`config.mk`:
```
export PLATFORM = sky130hd
export DESIGN_NAME = s4ga_cfg_stream
export DESIGN_NICKNAME = d
export VERILOG_FILES = /design/src/rtl/s4ga_cfg_stream.sv
export SDC_FILE = /design/constraint.sdc
export NUM_CORES = 1
export LEC_CHECK = 0
export CAP_MARGIN = 40
export CORE_MARGIN = 8
export CORE_UTILIZATION = 65
export CTS_BUF_LIST = sky130_fd_sc_hd__clkbuf_4 sky130_fd_sc_hd__clkbuf_8
export DETAILED_ROUTE_END_ITERATION = 6
export PLACE_DENSITY = 0.9
export SYNTH_ARGS = -nofsm -noshare
export SYNTH_HDL_FRONTEND = slang
export SYNTH_SLANG_ARGS = --single-unit
export TNS_END_PERCENT = 10
```
`constraint.sdc`:
```
create_clock -name clk -period 4.9 [get_ports clk]
set_clock_uncertainty 0.1 [all_clocks]
set_input_delay 0.735 -clock clk [delete_from_list [all_inputs] [get_ports clk]]
set_output_delay 0.735 -clock clk [all_outputs]
set_load 0.01 [all_outputs]
```
`src/rtl/s4ga_cfg_stream.sv`:
```
// Configuration streamer: buffers a full LUT bitstream written a byte at a time,
// holds the fabric in reset, then replays the segments on si forever.
module s4ga_cfg_stream #(
  parameter int N    = 16,
  parameter int LL   = 8,
  parameter int SI_W = 4
) (
  input  logic            clk,
  input  logic            rst_n,
  input  logic            wr_valid,
  input  logic [7:0]      wr_data,
  output logic            wr_ready,
  input  logic            reload,
  output logic [SI_W-1:0] si,
  output logic            core_rst,
  output logic            frame,
  output logic            loaded,
  output logic [1:0]      dbg_state
);

  localparam int TOTAL   = N * LL;
  localparam int BYTES   = TOTAL / 2;
  localparam int RST_CYC = N + 2;
  localparam int WP_W    = $clog2(BYTES);
  localparam int RP_W    = $clog2(TOTAL);
  localparam int HC_W    = $clog2(RST_CYC);

  typedef enum logic [1:0] {
    ST_LOAD     = 2'd0,
    ST_RST_HOLD = 2'd1,
    ST_RUN      = 2'd2
  } state_t;

  state_t            state_q, state_d;
  logic [WP_W-1:0]   wptr_q, wptr_d;
  logic [RP_W-1:0]   rptr_q, rptr_d;
  logic [HC_W-1:0]   hcnt_q, hcnt_d;
  logic [SI_W-1:0]   si_q, si_d;
  logic              core_rst_q, core_rst_d;
  logic              frame_q, frame_d;
  logic              mem_we;
  logic [RP_W-1:0]   widx;
  logic [SI_W-1:0]   mem [TOTAL];

  // Handshake: a byte is taken on a posedge where wr_valid && wr_ready;
  // wr_ready is a pure function of state, so it never waits on wr_valid.
  assign wr_ready  = (state_q == ST_LOAD);
  assign loaded    = (state_q == ST_RST_HOLD) || (state_q == ST_RUN);
  assign si        = si_q;
  assign core_rst  = core_rst_q;
  assign frame     = frame_q;
  assign dbg_state = state_q;
  assign widx      = {wptr_q, 1'b0};

  always_comb begin
    state_d    = state_q;
    wptr_d     = wptr_q;
    rptr_d     = rptr_q;
    hcnt_d     = hcnt_q;
    si_d       = '0;
    core_rst_d = 1'b1;
    frame_d    = 1'b0;
    mem_we     = 1'b0;
    if (reload) begin
      state_d = ST_LOAD;
      wptr_d  = '0;
      rptr_d  = '0;
      hcnt_d  = '0;
    end else begin
      case (state_q)
        ST_LOAD: begin
          if (wr_valid) begin
            mem_we = 1'b1;
            wptr_d = wptr_q + WP_W'(1);
            if (wptr_q == WP_W'(BYTES - 1)) begin
              state_d = ST_RST_HOLD;
              wptr_d  = '0;
              rptr_d  = '0;
              hcnt_d  = '0;
            end
          end
        end
        ST_RST_HOLD, ST_RUN: begin
          // The last hold cycle already launches mem[0] so RUN cycle 0 shows it.
          if (state_q == ST_RUN || hcnt_q == HC_W'(RST_CYC - 1)) begin
            state_d    = ST_RUN;
            hcnt_d     = '0;
            core_rst_d = 1'b0;
            si_d       = mem[rptr_q];
            frame_d    = (rptr_q == RP_W'(TOTAL - 1));
            rptr_d     = (rptr_q == RP_W'(TOTAL - 1)) ? '0 : rptr_q + RP_W'(1);
          end else begin
            hcnt_d = hcnt_q + HC_W'(1);
          end
        end
        default: state_d = ST_LOAD;
      endcase
    end
  end

  always_ff @(posedge clk or negedge rst_n) begin
    if (!rst_n) begin
      state_q    <= ST_LOAD;
      wptr_q     <= '0;
      rptr_q     <= '0;
      hcnt_q     <= '0;
      si_q       <= '0;
      core_rst_q <= 1'b1;
      frame_q    <= 1'b0;
    end else begin
      state_q    <= state_d;
      wptr_q     <= wptr_d;
      rptr_q     <= rptr_d;
      hcnt_q     <= hcnt_d;
      si_q       <= si_d;
      core_rst_q <= core_rst_d;
      frame_q    <= frame_d;
    end
  end

  // Segment memory keeps its contents across reset and reload.
  always_ff @(posedge clk) begin
    if (mem_we) begin
      mem[widx]             <= wr_data[7:4];
      mem[widx + RP_W'(1)]  <= wr_data[3:0];
    end
  end

endmodule

```
==> flow_summary_export.csv, run 1 <==
group,metric,value,unit
outcome,status,"completed",
power_and_ir_drop,powerDensity,378,nW/um^2
setup_path,cp.required,5.29,ns
drt,post-route-drc-count,0,
drt,post_drt_wl_per_cell,28.1,um
clock_tree,post-cts-setup-buffers,0,
clock_tree,clockBufferDepth,3,
yosys,avgSynthCellArea,18.3,um^2
yosys,ys_ff_latch,538,
clock_tree,clk_transition_reported_paths,0.07,ns
setup_path,start_kind,"flop",
cells_and_area,drive_gt1_share,16.7,%
sta,slew_headroom,36.7,%
floorplan,initial_core_util,65.7,%
setup_path,rrSetupSlack,1.11,ns
yosys,synth_area_leaders,"edfxtp_1 (70%), mux2i_1 (5.7%), mux4_2 (4.7%)",
yosys,syn_nets,1218,
floorplan,die_area,39700,um^2
yosys,synth-seq-area-share,73.3,%
yosys,async_flop_share,4.83,%
sta,final-setup-viol-count,0,
sta,fmaxAchievable,0.264,GHz
drt,drtAntennaViolNets,0,
grt,antenna_found_initial,0,
placed_design,gp_congestion,0.864,
clock_tree,worstSkewPairLatency,0.63,ns
setup_path,r2r_cells,6,
sta,worst_pin_slew,0.950,ns
floorplan,ios,22,
yosys,ys.flop_type,"edfxtp_1",
yosys,synthCells,1197,
yosys,ys_top_cells_by_count,"edfxtp_1 (512), mux2i_1 (124), nor2_1 (95), nand2_1 (71), mux4_2 (46)",
cells_and_area,fin_nets,1279,
drt,first_pass_iters,6,
grt,grt_pass1_wl,74300,um
placed_design,pre_cts_slack,1.40,ns
setup_path,critPathSlowestCell,"dfrtp_4",
sta,holdWs,0.378,ns
sta,hold_viol,0,
yosys,yosysUniqueCellTypes,59,
cells_and_area,areaGrowthSynthToFinish,8.89,%
floorplan,fp.coreArea,33300,um^2
min_path,holdCritPathClass,"in -> async",
floorplan,rows,67,
sta,rsz0062_at_grt,"no",
clock_tree,cts_tree,"built",
drt,vias,12000,
cells_and_area,antenna_cells,0,
yosys,yosysMostFrequentCell,"edfxtp_1",
setup_path,crit_fanout,58,
clock_tree,h-tree-depth,3,
grt,grt_pass1_vias,12100,
sta,finalMaxSlewViolations,0,
drt,routed_wirelength,49700,um
sta,worst_slack,1.11,ns
sta,period_share,77.4,%
power_and_ir_drop,ir_worst_vdd,0.269,mV
placed_design,portBuffers,21,
grt,grt_max_degree,65,
run,max-cap-violations,0,
setup_path,crit_top_cell,"a221oi_1",
yosys,synth_area,21900,um^2
placed_design,hpwl,28200,um
yosys,ys_warn_count,0,
clock_tree,cts_hold_buf,0,
sta,finalCriticalPeriod,3.79,ns
power_and_ir_drop,p_leak,0.00770,uW
clock_tree,clockRootBuffer,"clkbuf_8",
floorplan,die_h,199,um
power_and_ir_drop,finalPower,8990,uW
yosys,yosysTopAreaCell,"edfxtp_1",
placed_design,placed_cells,1623,
sta,finalSetupTns,0,ns
setup_path,path_class,"reg -> reg",
yosys,synth_top_area_share,70.4,%
floorplan,die-width,199,um
yosys,synth_edf_count,512,
drt,drtIter0Drc,1765,
grt,grt_usage,25.5,%
setup_path,r2r_start,"rptr_q[1]$_DFFE_PN0P_",
clock_tree,cts_made_buffers,81,
clock_tree,cts.sinks,538,
cells_and_area,stdcell_count,1770,
setup_path,crit_chain,"nand3b_1, o221ai_1, a21oi_1, a221oi_1, o22ai_1, a221oi_1",
setup_path,end_kind,"flop",
grt,grt_overflow,0,
drt,vias_per_cell,6.76,
clock_tree,post_cts_resized,0,
setup_path,cpPeakStageDelay,1.05,ns
setup_path,r2r-end,"si[0]$_DFF_PN0_",
setup_path,arrival,4.18,ns
[cells in the final DEF, fill, tap and decap left out, types with 6 or more instances in the layout]
| cell type | instances |
|---|---|
| ha_1 | 9 |
| edfxtp_1 | 512 |
| a21oi_1 | 25 |
| a221oi_2 | 6 |
| clkinv_1 | 19 |
| clkdlybuf4s50_1 | 13 |
| o221ai_1 | 6 |
| o21ai_0 | 13 |
| buf_4 | 23 |
| clkbuf_4 | 27 |
| clkinv_2 | 9 |
| mux4_1 | 26 |
| mux2i_1 | 124 |
| nor3_1 | 8 |
| nor2_1 | 94 |
| a22oi_1 | 23 |
| clkbuf_8 | 84 |
| nor2b_1 | 7 |
| nand3_1 | 18 |
| a221oi_1 | 13 |
| o22ai_1 | 8 |
| mux4_2 | 46 |
| inv_1 | 14 |
| dfrtp_1 | 23 |
| o31ai_1 | 7 |
| a41oi_1 | 8 |
| nand2_1 | 71 |
| a21o_1 | 8 |
[sequential cells by signal, indices dropped and copies added, names as in the netlist]
| signal | flops |
|---|---|
| wptr_q | 6 |
| dbg_state | 2 |
| rptr_q | 7 |
| core_rst | 1 |
| si | 4 |
| hcnt_q | 5 |
| mem | 512 |
| frame | 1 |
[critical path: cells and delay by family, from the launching register on]
family | cells | cell delay (ns)
compound gates | 5 | 1.77
simple gates | 1 | 0.69
flops | 1 | 1.05
[routing by layer]
metal | track usage (%) | vias up | wire length [um] | part of all wire [%]
li1 | - | 4933 | - | -
met1 | 33.1 | 5977 | 17700 | 36
met2 | 41.0 | 890 | 24000 | 48
met3 | 5.98 | 170 | 5930 | 12
met4 | 11.4 | 0 | 2030 | 4.1
met5 | 0 | - | 0 | 0
[layout make-up]
cell class              count  area, um^2
clock buffers             111        1360
clock inverters            36         198
fillers                  1873        9490
inverters                  14        52.6
multi-input cells         580        5180
flip-flops and latches    538       16000
well taps                 448         561
repair buffers             43         410
[logic make-up after synthesis]
family	count (synthesis)	synth area share, %
compound gates	147	5.01
xor+xnor	8	0.321
fa+ha+maj	9	0.515
buf+inv	79	2.97
flops	538	73.3
mux	196	13.5
simple gates	220	4.29
[through the flow]
stage               util [%]  area, um^2
finish                  71.5       23800
global route            71.5       23800
CTS                     71.5       23800
detailed placement      66.8       22200
global placement        66.6       22200
floorplan                  -       21900
[how the worst max path moves through the flow]
stage / from / end / slack [ns] / cells past startpoint
after floorplan: dbg_state[0]$_DFFE_PN0P_ / mem[104][0]$_DFFE_PP_ / 2.46 / 7
after global placement: wr_valid / mem[20][1]$_DFFE_PP_ / 1.22 / 5
after detailed placement: wr_valid / mem[25][0]$_DFFE_PP_ / 1.40 / 6
after CTS: rptr_q[1]$_DFFE_PN0P_ / si[0]$_DFF_PN0_ / 1.38 / 7
after global routing: rptr_q[1]$_DFFE_PN0P_ / si[0]$_DFF_PN0_ / 1.10 / 7
final: rptr_q[1]$_DFFE_PN0P_ / si[0]$_DFF_PN0_ / 1.11 / 6
[report_power, final]
group | total [uW] | switching [uW] | internal [uW]
clock | 3530 | 1710 | 1820
combinational | 398 | 244 | 154
sequential | 5060 | 21.8 | 5040
total | 8990 | 1970 | 7020
Note: power is estimated with default switching activity, not from simulation.
==> run 2: changes to the inputs <==
--- a/config.mk
+++ b/config.mk
@@ -7,10 +7,10 @@
 export LEC_CHECK = 0
 export CAP_MARGIN = 40
 export CORE_MARGIN = 8
-export CORE_UTILIZATION = 65
+export CORE_UTILIZATION = 59
 export CTS_BUF_LIST = sky130_fd_sc_hd__clkbuf_4 sky130_fd_sc_hd__clkbuf_8
 export DETAILED_ROUTE_END_ITERATION = 6
-export PLACE_DENSITY = 0.9
+export PLACE_DENSITY = 0.86
 export SYNTH_ARGS = -nofsm -noshare
 export SYNTH_HDL_FRONTEND = slang
 export SYNTH_SLANG_ARGS = --single-unit
==> constraint.sdc (replaced) <==
create_clock -name clk -period 3.1 [get_ports clk]
set_clock_uncertainty 0.1 [all_clocks]
set_input_delay 0.465 -clock clk [delete_from_list [all_inputs] [get_ports clk]]
set_output_delay 0.465 -clock clk [all_outputs]
set_load 0.01 [all_outputs]
==> flow_summary_export.csv, run 2 (synthesis gave the netlist of run 1 again) <==
group,metric,value,unit
power_and_ir_drop,seq_power_share,55.6,%
clock_tree,clockBufferDepth,3,
setup_path,end_kind,"flop",
cells_and_area,final_cell_mix,"edfxtp_1 (512), mux2i_1 (124), buf_4 (101), nor2_1 (94), clkbuf_8 (82)",
drt,first_pass_iters,6,
setup_path,arrival,3.50,ns
grt,grt_usage,23.2,%
drt,post_drt_wl_per_cell,27.0,um
power_and_ir_drop,finalPower,14400,uW
placed_design,gp_congestion,0.926,
cells_and_area,reg.largest.list,"mem (512), rptr_q (7), wptr_q (6)",
drt,vias,12200,
drt,drtIter0Drc,1633,
floorplan,rows,70,
clock_tree,cts_hold_buf,0,
drt,vias_per_cell,6.47,
setup_path,path_class,"reg -> reg",
sta,finalMaxSlewViolations,0,
placed_design,hpwl,30300,um
grt,grt_pass1_vias,12500,
clock_tree,cts_tree,"built",
power_and_ir_drop,switching_share,21.9,%
drt,post-route-drc-count,0,
setup_path,crit_fanout,37,
sta,worst_pin_slew,0.912,ns
power_and_ir_drop,power.internal,11200,uW
floorplan,die-width,208,um
drt,drtAntennaViolNets,0,
cells_and_area,utilization,67.6,%
grt,grt_overflow,0,
sta,period_share,99.9,%
sta,slew_headroom,38.9,%
sta,worst_slack,0.00199,ns
power_and_ir_drop,ir_worst_vdd,0.358,mV
grt,grt_pass1_wl,76400,um
cells_and_area,fin_area,24700,um^2
cells_and_area,drive_gt1_share,22.8,%
cells_and_area,top_register,"mem",
clock_tree,cts_made_buffers,81,
grt,grt_max_degree,65,
floorplan,ios,22,
run,max-cap-violations,0,
sta,finalCriticalPeriod,3.10,ns
sta,hold_viol,0,
placed_design,portBuffers,21,
power_and_ir_drop,p_clk_share,39.6,%
sta,rsz0062_at_grt,"yes",
min_path,holdCritPathClass,"in -> async",
clock_tree,clk_transition_reported_paths,0.07,ns
power_and_ir_drop,p_switching,3150,uW
floorplan,die_area,43500,um^2
drt,routed_wirelength,51000,um
floorplan,initial_core_util,59.8,%
placed_design,placed_area,23100,um^2
cells_and_area,antenna_cells,0,
sta,fmaxAchievable,0.323,GHz
cells_and_area,fin_nets,1373,
grt,antenna_found_initial,0,
clock_tree,cts.sinks,538,
floorplan,fp.coreArea,36500,um^2
floorplan,die_h,208,um
placed_design,pre_cts_slack,0.0895,ns
clock_tree,worstSkewPairLatency,0.66,ns
power_and_ir_drop,p_leak,0.00826,uW
clock_tree,h-tree-depth,3,
outcome,status,"completed",
cells_and_area,largest_register_ffs,512,
power_and_ir_drop,powerDensity,582,nW/um^2
setup_path,start_kind,"flop",
clock_tree,clockRootBuffer,"clkbuf_8",
cells_and_area,areaGrowthSynthToFinish,13.0,%
clock_tree,post_cts_resized,0,
sta,final-setup-viol-count,0,
power_and_ir_drop,p_comb_share,4.8,%
clock_tree,post-cts-setup-buffers,0,
sta,holdWs,0.133,ns
cells_and_area,layout_commonest_cell,"edfxtp_1",
setup_path,cp.required,3.50,ns
==> run 2: per-stage QoR <==
step | std cells | TNS, ns
3_5_place_dp | 1737 | 0
3_3_place_gp | 1737 | 0
5_1_grt | 1884 | -0.0771
4_1_cts | 1884 | 0
6_report | 1884 | 0
2_1_floorplan | 1197 | 0
==> run 2: area by class of cell <==
cell class | count | area (um^2)
clock inverter | 32 | 205
fill | 2177 | 11800
sequential | 538 | 16000
clock buffer | 115 | 1380
inverter | 14 | 52.6
tap | 468 | 586
timing repair buffer | 137 | 1220
multi-input combinational | 580 | 5210
==> run 2: final timing paths <==
| path | startpoint | end | slack, ns | cells past startpoint |
|---|---|---|---|---|
| min reg2reg | hcnt_q[1]$_DFFE_PN0P_ | hcnt_q[1]$_DFFE_PN0P_ | 0.46 | 2 |
| max | rptr_q[0]$_DFFE_PN0P_ | si[1]$_DFF_PN0_ | 0.002 | 8 |
| max reg2reg | rptr_q[0]$_DFFE_PN0P_ | si[1]$_DFF_PN0_ | 0.002 | 8 |
| min in group clk | wr_data[0] | mem[23][0]$_DFFE_PP_ | 0.27 | 1 |
| max in group asynchronous | rst_n | rptr_q[1]$_DFFE_PN0P_ | 2.44 | 2 |
| min | rst_n | wptr_q[1]$_DFFE_PN0P_ | 0.13 | 2 |
==> run 2: power by group through the flow <==
| stage | Sequential (uW) | Clock (uW) | Combinational, uW |
|---|---|---|---|
| 6_report | 7990 | 5690 | 691 |
| 3_3_place_gp | 8140 | 0 | 653 |
| 5_1_grt | 7990 | 6060 | 723 |
| 2_1_floorplan | 8130 | 0 | 446 |
| 3_5_place_dp | 8140 | 0 | 673 |
| 4_1_cts | 7990 | 5750 | 678 |
==> run 2: critical path, cell delays in order, from the launching register on <==
cell and delay, ns:
dfrtp_4 0.71, buf_12 0.32, mux2i_1 0.31, nor2_1 0.09
a2111oi_1 0.66, buf_4 0.24, a221oi_2 0.10, nor3_1 0.31
a2111oi_2 0.09
==> run 2: layer usage <==
metal / GRT usage [%] / part of all wire [%]
met1: 29.4 / 36
met2: 36.8 / 48
met3: 7.21 / 11
met4: 10.1 / 3.6
met5: 0 / 0
==> run 3: changes to the inputs <==
--- a/config.mk
+++ b/config.mk
@@ -5,6 +5,7 @@
 export SDC_FILE = /design/constraint.sdc
 export NUM_CORES = 1
 export LEC_CHECK = 0
+export ABC_CLOCK_PERIOD_IN_PS = 3100
 export CAP_MARGIN = 40
 export CORE_MARGIN = 8
 export CORE_UTILIZATION = 59
==> results of run 3 <==
Final layout, timing and power as in run 2 (identical DEF).
